`config.mk`:
```
export PLATFORM = sky130hd
export DESIGN_NAME = seq_mult_ctrl_flat
export DESIGN_NICKNAME = d
export VERILOG_FILES = /design/src/rtl/seq_mult_ctrl_if.sv /design/src/rtl/seq_mult_ctrl.sv /design/src/flat_wrapper.sv
export SDC_FILE = /design/constraint.sdc
export NUM_CORES = 1
export LEC_CHECK = 0
export CAP_MARGIN = 15
export CORE_MARGIN = 4
export CORE_UTILIZATION = 56
export CTS_BUF_LIST = sky130_fd_sc_hd__clkbuf_8
export DETAILED_ROUTE_END_ITERATION = 10
export PLACE_DENSITY = 0.78
export SYNTH_ARGS = -nofsm -noshare
export SYNTH_HDL_FRONTEND = slang
export SYNTH_SLANG_ARGS = --single-unit
```
`constraint.sdc`:
```
create_clock -name clk -period 8.4 [get_ports clk]
set_input_delay 1.68 -clock clk [delete_from_list [all_inputs] [get_ports clk]]
set_output_delay 1.68 -clock clk [all_outputs]
set_load 0.005 [all_outputs]
```
`src/rtl/seq_mult_ctrl_if.sv`:
```
// rtl/seq_mult_ctrl_if.sv - request/response bundle for the sequential multiplier
//
// Purpose: groups the operand request and the product response of seq_mult_ctrl.
// Ports (signals):
//   start, enable, signed_mode      requester -> multiplier control
//   multiplicand, multiplier        requester -> multiplier operands (WIDTH bits)
//   l_s, busy, done                 multiplier -> requester status
//   product                         multiplier -> requester result (2*WIDTH bits)
// Modports: master = requester side, slave = multiplier side.
interface seq_mult_ctrl_if #(
  parameter int WIDTH = 8
);
  logic               start;
  logic               enable;
  logic               signed_mode;
  logic [WIDTH-1:0]   multiplicand;
  logic [WIDTH-1:0]   multiplier;
  logic               l_s;
  logic               busy;
  logic               done;
  logic [2*WIDTH-1:0] product;

  modport master (
    output start, enable, signed_mode, multiplicand, multiplier,
    input  l_s, busy, done, product
  );

  modport slave (
    input  start, enable, signed_mode, multiplicand, multiplier,
    output l_s, busy, done, product
  );
endinterface

```
`src/rtl/seq_mult_ctrl.sv`:
```
// rtl/seq_mult_ctrl.sv - radix-2 shift-add sequential multiplier with controller FSM
//
// Purpose: one 2*WIDTH-bit product per accepted start, signed or unsigned,
//          stepping one multiplier bit per enabled cycle.
// Ports:
//   clk   in  rising-edge clock
//   rst   in  synchronous active-high reset
//   bus   slave modport of seq_mult_ctrl_if (start/enable/signed_mode/operands in,
//         l_s/busy/done/product out)
module seq_mult_ctrl #(
  parameter int WIDTH     = 8,
  parameter bit SIGNED_EN = 1'b1
) (
  input logic            clk,
  input logic            rst,
  seq_mult_ctrl_if.slave bus
);
  localparam int PW = 2 * WIDTH;
  localparam int CW = $clog2(WIDTH + 1);

  typedef enum logic [1:0] {S_IDLE, S_LOAD, S_MULT, S_DONE} state_t;

  state_t           state_q, state_d;
  logic [WIDTH-1:0] a_q, a_d, b_q, b_d;
  logic [WIDTH-1:0] mplier_q, mplier_d;
  logic             sgn_q, sgn_d, neg_q, neg_d;
  logic [PW-1:0]    mcand_q, mcand_d, acc_q, acc_d, product_q, product_d;
  logic [CW-1:0]    cnt_q, cnt_d;

  logic [WIDTH-1:0] a_mag, b_mag;
  logic [PW-1:0]    acc_step;

  always_ff @(posedge clk) begin
    if (rst) begin
      state_q   <= S_IDLE;
      a_q       <= '0;
      b_q       <= '0;
      sgn_q     <= 1'b0;
      neg_q     <= 1'b0;
      mplier_q  <= '0;
      mcand_q   <= '0;
      acc_q     <= '0;
      cnt_q     <= '0;
      product_q <= '0;
    end else begin
      state_q   <= state_d;
      a_q       <= a_d;
      b_q       <= b_d;
      sgn_q     <= sgn_d;
      neg_q     <= neg_d;
      mplier_q  <= mplier_d;
      mcand_q   <= mcand_d;
      acc_q     <= acc_d;
      cnt_q     <= cnt_d;
      product_q <= product_d;
    end
  end

  always_comb begin
    // Unary minus on WIDTH bits maps -2^(WIDTH-1) onto 2^(WIDTH-1), which is
    // exactly the unsigned magnitude we need.
    a_mag    = (sgn_q && a_q[WIDTH-1]) ? -a_q : a_q;
    b_mag    = (sgn_q && b_q[WIDTH-1]) ? -b_q : b_q;
    acc_step = mplier_q[0] ? (acc_q + mcand_q) : acc_q;

    state_d   = state_q;
    a_d       = a_q;
    b_d       = b_q;
    sgn_d     = sgn_q;
    neg_d     = neg_q;
    mplier_d  = mplier_q;
    mcand_d   = mcand_q;
    acc_d     = acc_q;
    cnt_d     = cnt_q;
    product_d = product_q;

    unique case (state_q)
      S_IDLE: begin
        if (bus.start) begin
          a_d     = bus.multiplicand;
          b_d     = bus.multiplier;
          sgn_d   = bus.signed_mode & SIGNED_EN;
          state_d = S_LOAD;
        end
      end
      S_LOAD: begin
        mcand_d  = {{WIDTH{1'b0}}, a_mag};
        mplier_d = b_mag;
        neg_d    = sgn_q & (a_q[WIDTH-1] ^ b_q[WIDTH-1]);
        acc_d    = '0;
        cnt_d    = '0;
        state_d  = S_MULT;
      end
      S_MULT: begin
        if (bus.enable) begin
          acc_d    = acc_step;
          mcand_d  = mcand_q << 1;
          mplier_d = mplier_q >> 1;
          cnt_d    = cnt_q + CW'(1);
          if (cnt_q == CW'(WIDTH - 1)) begin
            // A zero magnitude negates to zero, so no special case for -0.
            product_d = neg_q ? -acc_step : acc_step;
            state_d   = S_DONE;
          end
        end
      end
      S_DONE: begin
        state_d = S_IDLE;
      end
      default: state_d = S_IDLE;
    endcase
  end

  assign bus.l_s     = (state_q == S_LOAD);
  assign bus.busy    = (state_q != S_IDLE);
  assign bus.done    = (state_q == S_DONE);
  assign bus.product = product_q;
endmodule

```
`src/flat_wrapper.sv`:
```
// flat-port wrapper written by rule: the top's interface ports become plain ports
module seq_mult_ctrl_flat 
#(
  parameter int WIDTH     = 8,
  parameter bit SIGNED_EN = 1'b1
)
  (clk, rst, bus_start, bus_enable, bus_signed_mode, bus_multiplicand, bus_multiplier, bus_l_s, bus_busy, bus_done, bus_product);
  seq_mult_ctrl_if #(.WIDTH(WIDTH)) bus_i ();
  input logic clk;
  input logic rst;
  input wire logic [$bits(bus_i.start)-1:0] bus_start;
  input wire logic [$bits(bus_i.enable)-1:0] bus_enable;
  input wire logic [$bits(bus_i.signed_mode)-1:0] bus_signed_mode;
  input wire logic [$bits(bus_i.multiplicand)-1:0] bus_multiplicand;
  input wire logic [$bits(bus_i.multiplier)-1:0] bus_multiplier;
  output wire logic [$bits(bus_i.l_s)-1:0] bus_l_s;
  output wire logic [$bits(bus_i.busy)-1:0] bus_busy;
  output wire logic [$bits(bus_i.done)-1:0] bus_done;
  output wire logic [$bits(bus_i.product)-1:0] bus_product;
  assign bus_i.start = bus_start;
  assign bus_i.enable = bus_enable;
  assign bus_i.signed_mode = bus_signed_mode;
  assign bus_i.multiplicand = bus_multiplicand;
  assign bus_i.multiplier = bus_multiplier;
  assign bus_l_s = bus_i.l_s;
  assign bus_busy = bus_i.busy;
  assign bus_done = bus_i.done;
  assign bus_product = bus_i.product;
  seq_mult_ctrl #(.WIDTH(WIDTH), .SIGNED_EN(SIGNED_EN)) u_core (.clk(clk), .rst(rst), .bus(bus_i));
endmodule
```
# Yosys cells after proc, flatten, opt, wreduce, memory -nomap -nowiden
# Index checks and enable logic that the tools add are counted.
dict set report word_totals {
  register_bits 80
  inputBits 21
  out_inout_bits 19
  wordCells 49
}
dict set report classes {
  add_sub_neg 5
  eq_ne 7
  muxes 16
  bitwise_logic 2
  reduce_logical 9
}
# operator n
set op_table {}
lappend op_table {{$mux 16} 4}
lappend op_table {{$pmux 16 s2} 2}
lappend op_table {{$mux 8} 3}
lappend op_table {{$add 16x16->16} 1}
lappend op_table {{$neg 16->16} 1}
lappend op_table {{$neg 8->8} 2}
lappend op_table {{$pmux 8 s2} 1}
lappend op_table {{$pmux 2 s4} 1}
lappend op_table {{$pmux 4 s2} 1}
lappend op_table {{$mux 2} 3}
lappend op_table {{$reduce_and 3->1} 2}
lappend op_table {{$add 4x1->4 const B} 1}
lappend op_table {{$eq 2x2->1 const B} 2}
lappend op_table {{$eq 4x3->1 const B} 1}
lappend op_table {{$mux 4} 1}
lappend op_table {{$ne 2x2->1 const B} 2}
lappend op_table {{$reduce_and 2->1} 2}
lappend op_table {{$reduce_bool 2->1} 2}
lappend op_table {{$eq 2x1->1 const B} 1}
lappend op_table {{$logic_and 1x1->1} 2}
lappend op_table {{$logic_not 2->1} 1}
lappend op_table {{$ne 2x1->1 const B} 1}
lappend op_table {{$and 1x1->1} 1}
lappend op_table {{$xor 1x1->1} 1}

# Logic depth before layout (Yosys ltp)
# Gate-level depths: netlist of run 1.
dict set report depth {
  word_depth 4
  mapped_depth 10
  depth_no_buf 10
}

# Least setup slack after synthesis of run 1
# No wires, ideal clock.
dict set report synth_timing {
  path_type {register -> register}
  from {reg u_core.acc_q[0]}
  to {reg u_core.product_q[14] (netlist: u_core.bus.product[14])}
  setup_time_ns 0.095
  t_arrival_ns 3.051
  required_time_ns 8.305
  setup_slack_ns 5.253
  path_stages_with_launch 11
  path_buffers 0
  period_less_slack_ns 3.147
  cell_sequence {dfxtp_1 -> ha_1 -> fa_1 -> a211oi_1 -> nor3_1 -> o2111ai_2 -> nand3_2 -> or2_2 -> or4_4 -> or3_1 -> o311ai_1}
}
dict set report synth_via {
  elab_chain_cells 4
}
# element line
set synth_rtl {}
lappend synth_rtl {{start: declaration} seq_mult_ctrl.sv:27} ;# logic [PW-1:0] mcand_q, mcand_d, acc_q, acc_d, product_q, product_d;
lappend synth_rtl {{start signal: assignment} seq_mult_ctrl.sv:42} ;# acc_q <= '0;
lappend synth_rtl {{start signal: assignment} seq_mult_ctrl.sv:53} ;# acc_q <= acc_d;
lappend synth_rtl {{$add 16x16->16} seq_mult_ctrl.sv:64} ;# acc_step = mplier_q[0] ? (acc_q + mcand_q) : acc_q;
lappend synth_rtl {{$mux 16 *} seq_mult_ctrl.sv:64}
lappend synth_rtl {{$neg 16->16} seq_mult_ctrl.sv:102} ;# product_d = neg_q ? -acc_step : acc_step;
lappend synth_rtl {{$mux 16 *} seq_mult_ctrl.sv:102}
lappend synth_rtl {{end signal: assignment} seq_mult_ctrl.sv:55} ;# product_q <= product_d;
lappend synth_rtl {{end: declaration} seq_mult_ctrl.sv:27}
# Mark *: on every way between the ends. The rest lies on a longest branch, timed or not.
# A chain may end at the register's enable or synchronous reset.

# Final worst setup path of run 1
dict set report layout_timing {
  from {reg u_core.acc_q[0]}
  to {reg u_core.product_q[13] (netlist: u_core.bus.product[13])}
}
# The elaborated chain is that of the path after synthesis.

==> summary.txt, run 1 <==
Synth area leaders: dfxtp_1 34%, nand2_1 6.8%, ha_1 6.4%
Setup bufs post-CTS: 0
GR Util met1: 25.9%
Final clock skew: 0.0143 ns
Syn nets: 630
CTS Root Cell: clkbuf_8
ANT cells: 0
Synth Area in Compound Gates: 24.9%
Rel. slew slack: 34.0%
GRT met3 Usage: 3.44%
Pwr dens: 243 nW/um2
Routed Antenna Nets: 0
Layout net count: 653
Total routed wirelength: 10800 um
Placed insts: 700
XOR/XNOR Fraction of Synth Area: 4.51%
Psw: 498 uW
Status: completed
Post-CTS sizing: 0
I/O pin cnt: 40
Simple-gate share of the synthesized area: 24.0%
Drt pass-1 iters: 5
GPL Wtd Cong: 0.938
Largest net degree at the start of global routing: 67
Worst-skew pair later-pin latency: 0.35 ns
Hold WC Path Type: flip-flop to flip-flop
Clk pwr share: 24.1%
Final hold vios: 0
Synth top area share: 34.3%
RSZ-0062 raised after global routing: false
Synth Instances: 584
Core footprint: 8180 um2
# setup viols final: 0
Final Critical Period: 3.67 ns
Die Area: 9850 um2
CP startpoint kind: flip-flop
CP required: 8.70 ns
Gr ovfl total: 0
Cell Area, Synth: 4660 um2
Layout cells sized above 1: 5.08%
Worst-margin pin slew: 0.975 ns
Synth area leader: dfxtp_1
Async SR Flop Fraction: 0%
Area Overhead vs Synth: 13.5%
Port buffer count: 39
Initial Util: 57.0%
Setup TNS: 0 ns
Max_cap viols: 0
Internal: 786 uW
Clock sinks: 80
CTS clock-pin slew for the worst setup and hold paths: 0.09 ns
Sequential power share: 37.0%
Total Routing Usage GR: 21.6%
Vias in the first global route: 4038
Crit Path Max Fanout: 7
DR WL/cell: 15.1 um
TritonCTS Buffers: 9
Slew Viols, Final: 0
Starting DRT DRC Count: 186
CTS tree: built
Initial antenna violation count: 0
Leakage: 2.08 nW
Global-route wire length before repair: 17800 um
FF+latch count, synth: 80
Rows: 33
GRT met2 Usage: 37.9%
Post-route clock period utilization: 43.7%
Die Ht: 99.3 um
Synth Flop Type: dfxtp_1
Post-synthesis cell type count: 62
Crit Path Category: flip-flop to flip-flop
Clock Path Buffers: 2
Via Count: 4335
EDFF count, synth: 0
Net Sw Frac: 38.8%
Critical Path End Type: flip-flop
Number of remaining DRC errors: 0
Sequential area share after synthesis: 34.3%
Worst EP arrival: 3.97 ns
Peak Freq: 272 MHz
Syn Area/Cell: 7.98 um2
CTS Hold Bufs: 0
Fill cell count: 707
Yosys warning total: 0
Busiest grt layer: met2
Post-synthesis mux area share: 1.50%
Finished Layout Cells: 715
Vias/cell: 6.06
Adder-Cell Fraction of Synth Area: 6.87%
Htree depth: 3
Main combinational cell family by area after synthesis: compound AO/OA/AOI/OAI gates
Peak supply drop: 0.251 mV
Part of the power in combinational logic: 38.9%
Post-DP HPWL: 7650 um
Die span in x: 99.3 um
[layer usage]
metal / share of wire (%) / up-vias
li1: - / 2167
met3: 4.1 / 21
met1: 45 / 2033
met2: 49 / 114
met4: 2.5 / 0
met5: 0 / -
[state kept, by name (all words and copies together), names as in the netlist]
| signal | cells |
|---|---|
| u_core.acc_q | 16 |
| u_core.bus.product | 16 |
| u_core.mcand_q | 16 |
| u_core.a_q | 8 |
| u_core.b_q | 8 |
| u_core.mplier_q | 8 |
| u_core.cnt_q | 4 |
| u_core.state_q | 2 |
| u_core.neg_q | 1 |
| u_core.sgn_q | 1 |
[kinds of logic after synthesis]
kind of cell    count (synthesis)
simple gates                  231
mux                             7
compound gates                172
xor+xnor                       24
fa+ha+maj                      25
buf+inv                        45
flops                          80
[placed cells by master (no fill, tap or decap), drive strengths merged, types with 4 or more instances in the layout]
cell           instances
o21a                   4
clkdlybuf4s50         38
and3                   6
xor2                   9
nand3                 20
clkbuf                10
or3                    5
nor2b                  4
xnor2                 15
a31oi                  9
nor3                  14
mux2i                  7
o31ai                  7
a21oi                 43
a211oi                11
ha                    24
buf                    4
nand2                 85
o211a                  8
dfxtp                 80
o2111ai                5
a21o                   4
nand2b                 4
o21ai                 31
and2                   5
inv                   14
a22oi                 24
nor2                  62
o211ai                 8
or4                    6
[Yosys cell counts (3+ instances only)]
cell,n
nor3b_1,3
nor2b_1,4
a21o_1,4
nand4b_1,3
o31ai_1,7
or4_1,5
nand2_1,84
a21oi_1,43
buf_1,3
nor3_1,14
o211a_1,8
nor2_1,62
o211ai_1,8
or3_1,5
o2111ai_1,4
and2_1,5
nand2b_1,4
o21a_1,4
nand3_1,19
and3_1,6
o311ai_1,3
a32oi_1,3
xor2_1,9
dfxtp_1,80
a211oi_1,9
a2bb2oi_1,3
xnor2_1,15
o21ai_0,31
a31oi_1,9
inv_1,14
mux2i_1,7
clkbuf_1,22
a22oi_1,24
buf_4,3
ha_1,24
[critical path, stage by stage, from the launching register on]
cell and delay [ns]:
dfxtp_1 0.33, ha_1 0.25, fa_1 0.44, a211oi_1 0.52
nor3_1 0.23, o21ai_0 0.23, a21boi_0 0.11, o31ai_1 0.81
nor4_2 0.17, or4_1 0.45, nand3_1 0.09
[metrics by stage]
stage | util [%] | hold WS (ns) | total power, mW | cell area (um2) | worst slack (ns)
CTS | 64.6 | 0.457 | 1.27 | 5280 | 4.71
detailed placement | 62.0 | 0.445 | 0.964 | 5070 | 4.35
floorplan | - | 0.432 | 0.851 | 4660 | 5.25
global placement | 62.0 | 0.437 | 0.946 | 5070 | 4.38
finish | 64.8 | 0.455 | 1.28 | 5290 | 4.73
global route | 64.8 | 0.474 | 1.37 | 5290 | 4.48
[cell type report]
class                           count  area (um2)  share of cell area (%)
Clock buffer                       10         138                    2.60
Clock inverter                      4        70.1                    1.32
Inverter                           15        56.3                    1.06
Multi-Input combinational cell    459        2880                    54.4
Sequential cell                    80        1600                    30.3
Tap cell                          105         131                    2.48
Timing Repair Buffer               42         415                    7.85
[final timing paths]
path,endpoint,cells after the start,slack (ns),startpoint
hold reg to reg,u_core.mplier_q[1],2,0.45,u_core.mplier_q[1]
setup / recovery,u_core.bus.product[13],10,4.73,u_core.acc_q[0]
hold / removal,u_core.mplier_q[1],2,0.45,u_core.mplier_q[1]
setup reg to reg,u_core.bus.product[13],10,4.73,u_core.acc_q[0]
[power by group through the flow]
| stage | Sequential, mW | Combinational [mW] | Clock [mW] |
|---|---|---|---|
| 4_1_cts | 0.474 | 0.483 | 0.313 |
| 3_3_place_gp | 0.481 | 0.465 | 0 |
| 2_1_floorplan | 0.472 | 0.379 | 0 |
| 6_report | 0.475 | 0.499 | 0.310 |
| 3_5_place_dp | 0.483 | 0.481 | 0 |
| 5_1_grt | 0.482 | 0.555 | 0.330 |
Power figures use the tool's default switching activity.
==> inputs of run 2 (changes only) <==
--- a/config.mk
+++ b/config.mk
@@ -7,7 +7,7 @@
 export LEC_CHECK = 0
 export CAP_MARGIN = 15
 export CORE_MARGIN = 4
-export CORE_UTILIZATION = 56
+export CORE_UTILIZATION = 54
 export CTS_BUF_LIST = sky130_fd_sc_hd__clkbuf_8
 export DETAILED_ROUTE_END_ITERATION = 10
 export PLACE_DENSITY = 0.78
==> constraint.sdc (replaced) <==
create_clock -name clk -period 3 [get_ports clk]
set_input_delay 0.6 -clock clk [delete_from_list [all_inputs] [get_ports clk]]
set_output_delay 0.6 -clock clk [all_outputs]
set_load 0.005 [all_outputs]
==> summary.txt, run 2 (same netlist as run 1, synthesis figures left out) <==
Hold WC Path Type: flip-flop to flip-flop
Post-DP HPWL: 8810 um
Global-route wire length before repair: 19800 um
Final Critical Period: 3.05 ns
Routed Antenna Nets: 0
Internal: 2.50 mW
CP required: 3.27 ns
Clk pwr share: 24.8%
Placed cell areas: 5380 um2
Area Overhead vs Synth: 25.3%
TritonCTS Buffers: 9
Initial antenna violation count: 0
I/O pin cnt: 40
Net Sw Frac: 38.1%
Port buffer count: 39
Slew Viols, Final: 0
Critical Path End Type: flip-flop
Total routed wirelength: 12300 um
Failing checks: setup timing
Pwr dens: 691 nW/um2
Rows: 33
Leakage: 2.35 nW
CTS tree: built
CTS clock-pin slew for the worst setup and hold paths: 0.08 ns
Origin of the critical flop-to-flop path: u_core.mcand_q[2]
Max_cap viols: 0
Sequential power share: 33.4%
CTS Hold Bufs: 0
RSZ-0062 raised after global routing: true
Rel. slew slack: 48.4%
Initial Util: 56.2%
DR WL/cell: 16.2 um
Worst-margin pin slew: 0.774 ns
# setup viols final: 1
Hold Path Depth: 2
Vias/cell: 6.06
Total Routing Usage GR: 24.0%
CTS Root Cell: clkbuf_8
ANT cells: 0
HP Start: u_core.bus.product[7]
Commonest non-fill, non-tap cells in the layout: 84 x nand2_1, 77 x dfxtp_1, 61 x nor2_1
Clock Path Buffers: 2
Die Ht: 101 um
Post-route setup slack: -0.0534 ns
Layout cells sized above 1: 15.4%
Crit Path Category: flip-flop to flip-flop
Vias in the first global route: 4361
Worst Reg2Reg Path Length in Cells: 10
Most common cell after layout, fill and taps aside: nand2_1
Htree depth: 3
Crit Path Max Fanout: 4
Die Area: 10200 um2
Drt pass-1 iters: 5
Peak Freq: 327 MHz
Via Count: 4615
Post-route clock period utilization: 102%
Core footprint: 8300 um2
Final hold vios: 0
Setup TNS: -0.0534 ns
Layout net count: 697
Clock sinks: 80
Finished Core Util: 70.4%
Setup crit start: u_core.mcand_q[2]
Largest net degree at the start of global routing: 49
Final clock skew: 0.0144 ns
Psw: 1.54 mW
CP startpoint kind: flip-flop
Part of the power in combinational logic: 41.8%
Number of remaining DRC errors: 0
Post-route cell area: 5840 um2
GPL Wtd Cong: 0.928
Worst EP arrival: 3.33 ns
Worst-skew pair later-pin latency: 0.37 ns
Die span in x: 101 um
Starting DRT DRC Count: 239
Gr ovfl total: 0
Peak supply drop: 0.664 mV
Status: finished with violations
[run 2: changes by cell type in the layout (fill, tap and decap cells not counted), sizes merged]
cell	previous run	this run
clkinv	3	2
buf	4	48
bufinv	2	3
clkinvlp	0	1
inv	14	15
[run 2: routing by layer]
| layer | vias to the layer above | track usage (%) | part of all wire, % |
|---|---|---|---|
| met4 | 0 | 13.1 | 3.5 |
| li1 | 2253 | - | - |
| met5 | - | 0 | 0 |
| met3 | 39 | 3.39 | 4.1 |
| met2 | 136 | 42.9 | 52 |
| met1 | 2187 | 27.4 | 41 |
[run 2: area by class of cell]
cell class              count  area, um2
multi-input cells         459       3050
fillers                   652       2460
flip-flops and latches     80       1610
repair buffers             86        751
clock buffers              10        138
well taps                 105        131
clock inverters             6        115
inverters                  15       56.3
[run 2: worst max-delay path: stages, from the launching register on]
cell      delay (ns)
dfxtp_1         0.37
ha_2            0.29
o211ai_1        0.35
o211ai_1        0.21
buf_4           0.18
a41oi_1         0.16
o211ai_1        0.15
or2_4           0.26
or4_4           0.44
or3_1           0.34
o311ai_2        0.21
[run 2: metrics by stage]
stage               total power, mW  worst slack [ns]  hold WS, ns  instances
floorplan                      2.39            0.0102        0.432        584
global placement               2.84           0.00957        0.438        736
detailed placement             2.90            -0.105        0.448        736
CTS                            3.91           -0.0267        0.460        755
global route                   4.28            -0.260        0.479        761
finish                         4.03           -0.0534        0.461        761
[run 2: repair_timing]
action	4_1_cts	5_1_grt
pin swaps	7	10
gates resized for setup	8	21
endpoints found under the hold margin	0	0
endpoints found under the setup margin	3	5
buffers inserted	3	6
[run 2: final timing paths]
check	slack, ns	endpoint
setup reg to reg	-0.05	u_core.bus.product[14]
hold / removal	0.46	u_core.bus.product[7]
hold reg to reg	0.46	u_core.bus.product[7]
setup / recovery	-0.05	u_core.bus.product[14]
[run 2: power by group through the flow]
stage | logic (mW) | clock network, mW | registers, mW
after detailed placement | 1.54 | 0 | 1.36
after CTS | 1.57 | 1.01 | 1.34
after global placement | 1.48 | 0 | 1.35
after global routing | 1.87 | 1.05 | 1.36
after floorplan | 1.07 | 0 | 1.32
final | 1.69 | 1.00 | 1.35
==> inputs of run 3 (changes only) <==
--- a/config.mk
+++ b/config.mk
@@ -10,7 +10,7 @@
 export CORE_UTILIZATION = 54
 export CTS_BUF_LIST = sky130_fd_sc_hd__clkbuf_8
 export DETAILED_ROUTE_END_ITERATION = 10
-export PLACE_DENSITY = 0.78
+export PLACE_DENSITY_LB_ADDON = 0.3
 export SYNTH_ARGS = -nofsm -noshare
 export SYNTH_HDL_FRONTEND = slang
 export SYNTH_SLANG_ARGS = --single-unit
==> summary.txt, run 3 (same netlist as run 1, synthesis figures left out) <==
Global-route wire length before repair: 19900 um
Final Critical Period: 3.05 ns
Pwr dens: 664 nW/um2
Initial antenna violation count: 0
Initial Util: 56.2%
Slowest-stage cell, CP: or4_1
Rel. slew slack: 54.5%
ANT cells: 0
Layout net count: 704
Total Routing Usage GR: 23.7%
Worst-margin pin slew: 0.682 ns
Htree depth: 3
Crit path buf inv count: 2
Placed insts: 741
Layout cells sized above 1: 16.8%
Slew Viols, Final: 0
CTS Root Cell: clkbuf_8
Number of remaining DRC errors: 0
Clock Path Buffers: 2
Most common cell after layout, fill and taps aside: nand2_1
Post-DP HPWL: 8820 um
Worst-skew pair later-pin latency: 0.35 ns
Finished Layout Cells: 767
CP startpoint kind: flip-flop
GPL Wtd Cong: 0.932
Gr ovfl total: 0
Commonest non-fill, non-tap cells in the layout: 83 x nand2_1, 74 x dfxtp_1, 61 x nor2_1
Rows: 33
I/O pin cnt: 40
Hold WC Path Type: flip-flop to flip-flop
Area Overhead vs Synth: 25.8%
Peak Freq: 328 MHz
Starting DRT DRC Count: 216
Crit Path Category: flip-flop to flip-flop
Largest delay share family, worst path: compound AO/OA/AOI/OAI gates
Final clock skew: 0.00989 ns
CTS clock-pin slew for the worst setup and hold paths: 0.08 ns
Port buffer count: 39
Critical Path End Type: flip-flop
Sequential Area: 1610 um2
# setup viols final: 3
Failing checks: setup timing
Post-route clock period utilization: 102%
Pwr Total: 3.90 mW
Die Area: 10200 um2
Largest net degree at the start of global routing: 66
Fill cell count: 642
Via Count: 4627
Die span in x: 101 um
Total routed wirelength: 12100 um
Max_cap viols: 0
CP max stage delay: 0.53 ns
Peak supply drop: 0.544 mV
Core footprint: 8300 um2
Die Ht: 101 um
Multi-input logic area: 3080 um2
Vias in the first global route: 4450
Finished Core Util: 70.7%
CP required: 3.30 ns
Clock sinks: 80
Leakage: 2.37 nW
RSZ-0062 raised after global routing: true
DR WL/cell: 15.8 um
Worst EP arrival: 3.35 ns
Post-route setup slack: -0.0479 ns
TritonCTS Buffers: 9
Worst path most repeated cell: buf_4
Final hold vios: 0
CTS Hold Bufs: 0
Status: finished with violations
Post-route cell area: 5860 um2
Routed Antenna Nets: 0
Vias/cell: 6.03
Crit Path Max Fanout: 6
CTS tree: built
Crit-path cells: ha_4, fa_2, a211oi_4, nor3_2, buf_4, o21ai_0, a21boi_0, o31ai_1, buf_4, nor4_4, or4_1, nand3_1
Drt pass-1 iters: 5
Placed cell areas: 5400 um2
## run 3: changes by cell type in the layout (fill, tap and decap cells not counted), moves of 2 or more
| cell | previous run | this run |
|---|---|---|
| buf_4 | 46 | 54 |
| a21oi_1 | 40 | 42 |
| o21ai_1 | 2 | 0 |
| o311ai_2 | 2 | 0 |
| o21ai_0 | 29 | 31 |
| dfxtp_1 | 77 | 74 |
| bufinv_16 | 3 | 1 |
| dfxtp_2 | 3 | 5 |
| a21oi_2 | 3 | 1 |
## run 3: worst register-to-register path, cell delays in order, from the launching register on
cell and delay [ns]:
dfxtp_4 0.36, ha_4 0.16, fa_2 0.39, a211oi_4 0.28
nor3_2 0.10, buf_4 0.16, o21ai_0 0.23, a21boi_0 0.13
o31ai_1 0.28, buf_4 0.22, nor4_4 0.06, or4_1 0.53
nand3_1 0.09
## run 3: cell type report
| type | instances | share of cell area [%] |
|---|---|---|
| sequential | 80 | 27.5 |
| timing repair buffer | 93 | 13.5 |
| multi-input combinational | 459 | 52.5 |
| tap | 105 | 2.24 |
| clock buffer | 9 | 2.11 |
| clock inverter | 6 | 1.17 |
| inverter | 15 | 0.960 |
## run 3: path summary, 6_finish.rpt
check	startpoint	cells after the start	endpoint	slack, ns
max	u_core.mcand_q[0]	12	u_core.bus.product[13]	-0.05
min	u_core.bus.product[1]	2	u_core.bus.product[1]	0.46
max reg2reg	u_core.mcand_q[0]	12	u_core.bus.product[13]	-0.05
min reg2reg	u_core.bus.product[1]	2	u_core.bus.product[1]	0.46
## run 3: repair_timing
item,in CTS,in global routing
endpoints found under the setup margin,5,6
pin swaps,6,18
resized for setup,13,24
setup buffers,4,7
## run 3: report_power, final
group          internal (mW)  switching [mW]
clock                  0.386           0.405
sequential              1.21           0.148
combinational          0.775           0.974
## run 3: routing by layer
layer | track usage [%] | vias up | share of wire [%]
met3 | 4.15 | 40 | 3.8
met5 | 0 | - | 0
met4 | 11.2 | 0 | 3.7
li1 | - | 2271 | -
met2 | 43.5 | 115 | 52
met1 | 26.2 | 2201 | 40
## run 3: through the flow
| stage | worst slack, ns | setup TNS, ns | hold slack [ns] |
|---|---|---|---|
| floorplan | 0.0102 | 0 | 0.432 |
| finish | -0.0479 | -0.0922 | 0.455 |
| global route | -0.160 | -0.575 | 0.477 |
| global placement | 0.00666 | 0 | 0.439 |
| CTS | 0.00222 | 0 | 0.458 |
| detailed placement | -0.0891 | -0.244 | 0.447 |
==> variant, RTL diff (settings of run 2) <==
`SIGNED_EN` is set to 1'b1 in 2 places; all go to 1'b0.
--- a/src/rtl/seq_mult_ctrl.sv
+++ b/src/rtl/seq_mult_ctrl.sv
@@ -11,3 +11,3 @@
   parameter int WIDTH     = 8,
-  parameter bit SIGNED_EN = 1'b1
+  parameter bit SIGNED_EN = 1'b0
 ) (
--- a/src/flat_wrapper.sv
+++ b/src/flat_wrapper.sv
@@ -4,3 +4,3 @@
   parameter int WIDTH     = 8,
-  parameter bit SIGNED_EN = 1'b1
+  parameter bit SIGNED_EN = 1'b0
 )
Check against the original RTL: same outputs for any inputs over 10 cycles, from zero or initial values and one cycle with rst high; that may be too few to reach the edited logic, so the function may still have changed.
==> variant against run 2 <==
- critical path depth decreased by 1
- routed wire length fell by 36%
- final area is 24% lower
- area after synthesis down 18%
- die area is 17% lower
- sequential cell count down 2
- setup slack better by 0.50 ns
- highest routed layer unchanged
Power is not compared: it rests on default switching activity, and its combinational part moved more than twofold at a synthesized area within 25%.
==> variant: results <==
{
  "cts_setup_buffers": 0,
  "synthTopCellsByArea": "dfxtp_1 (41%), ha_1 (6.9%), mux2i_1 (6.6%), nor2_1 (6.1%), nand2_1 (5.4%)",
  "worst_pin_slew_ns": 0.886,
  "critPathSlowestCell": "fa_1",
  "hold_class": "flop to flop",
  "synth_nets": 487,
  "layout-drive-gt1-share": 0.0708,
  "ys_warn_count": 0,
  "dpl_cell_area_sq_mm": 0.00427,
  "port_buffers": 38,
  "hpwl_um": 5760,
  "cp_data_arrival_time_ns": 2.82,
  "track_usage": 0.200,
  "r2r_cells": 9,
  "startpoint": "u_core.mcand_q[0]",
  "min_from": "u_core.bus.product[3]",
  "grt_max_degree": 37,
  "antenna_found_initial": 0,
  "synth.distinct_cells": 48,
  "final_nets": 518,
  "critPathTopFamily": "compound AO/OA/AOI/OAI gates",
  "yosys-top-cells-count": "dfxtp_1 (78), nor2_1 (62), nand2_1 (55), a21oi_1 (38), mux2i_1 (25)",
  "fin_skew_ns": 0.0100,
  "clkSlewWorstSetupHoldPaths_ns": 0.08,
  "reg2reg_to": "u_core.bus.product[10]",
  "yosysSeqAreaShare": 0.410,
  "crit_fanout": 3,
  "worst_setup_path_end_kind": "flop",
  "irDropWorstVdd_mv": 0.431,
  "leakagePower_nw": 1.65,
  "antenna_cells": 0,
  "grt_pass1_vias": 3094,
  "clk_latency_ns": 0.35,
  "drt_iter0_drc": 150,
  "grt_pass1_wl_um": 13900,
  "status": "completed",
  "slowest_delay_ns": 0.41,
  "root_buffer": "clkbuf_8",
  "cts-resized-gates": 0,
  "clockBufferDepth": 2,
  "wl_per_cell_um": 13.7,
  "gp_congestion": 0.876,
  "ff2ff_setup_slack_ns": 0.44,
  "avgViaCountPerCell": 5.54
}
==> variant: cell types whose count changed in the layout (fill, tap and decap cells not counted), moves of 5 or more <==
cell / change
o31ai_1: -6
a211oi_1: +17
nand3_1: -15
nor3_1: -9
o211ai_1: -6
mux2i_1: +18
inv_1: -5
xnor2_1: -6
buf_4: -37
nand2_1: -29
a31oi_1: -5
o21ai_0: -20
o211a_1: -7
==> variant: layout make-up <==
cell class                      count  area, sq um
Clock inverter                      7         67.6
Tap cell                           96          120
Sequential cell                    78         1560
Fill cell                         607         2370
Timing Repair Buffer               47          443
Clock buffer                        9          124
Multi-Input combinational cell    332         2120
Inverter                            7         26.3
==> variant: worst min path at each step <==
stage	endpoint	slack (ns)	cells past startpoint
2_1_floorplan	u_core.a_q[1]	0.44	2
3_3_place_gp	u_core.b_q[6]	0.44	2
3_5_place_dp	u_core.a_q[2]	0.45	2
4_1_cts	u_core.a_q[1]	0.46	2
5_1_grt	u_core.b_q[1]	0.49	2
6_report	u_core.bus.product[3]	0.46	2
==> variant: per-stage QoR <==
step,instances,setup slack [ns]
final,576,0.442
after CTS,576,0.442
after global placement,560,0.523
after global routing,576,0.236
after detailed placement,560,0.464
after floorplan,444,0.856
==> variant: metal layers <==
layer  wire (um)  global-route usage  up-vias  share of wire
li1            -                   -     1628              -
met1        3490               0.247     1501           0.44
met2        3970               0.347       56           0.50
met3         367              0.0427        8          0.046
met4          78              0.0656        0         0.0099
met5           0                   0        -              0
==> variant: cell families (layout without fill, tap and decap cells) <==
group                      count (synthesis)  after routing  synth area share
AOI/OAI and AO/OA                        116            116             0.200
adders and majority gates                 22             22            0.0742
buffers and inverters                     34             70            0.0351
DFF                                       78             78             0.410
xor gates and xnor gates                  15             15            0.0345
and+or+nand+nor                          151            151             0.171
muxes                                     28             28            0.0752
==> variant: worst register-to-register path, delay by kind of cell, from the launching register on <==
family	cells	cell delay (ns)
compound gates	5	1.17
xor+xnor	1	0.21
fa+ha+maj	2	0.63
flops	1	0.35
mux	1	0.10
==> variant: where the power goes <==
group / leakage (nW) / switching (mW) / total, mW / internal [mW]
Clock: 0.102 / 0.383 / 0.763 / 0.380
Sequential: 0.633 / 0.130 / 1.31 / 1.18
Combinational: 0.913 / 0.472 / 0.807 / 0.335
Total: 1.65 / 0.985 / 2.88 / 1.89
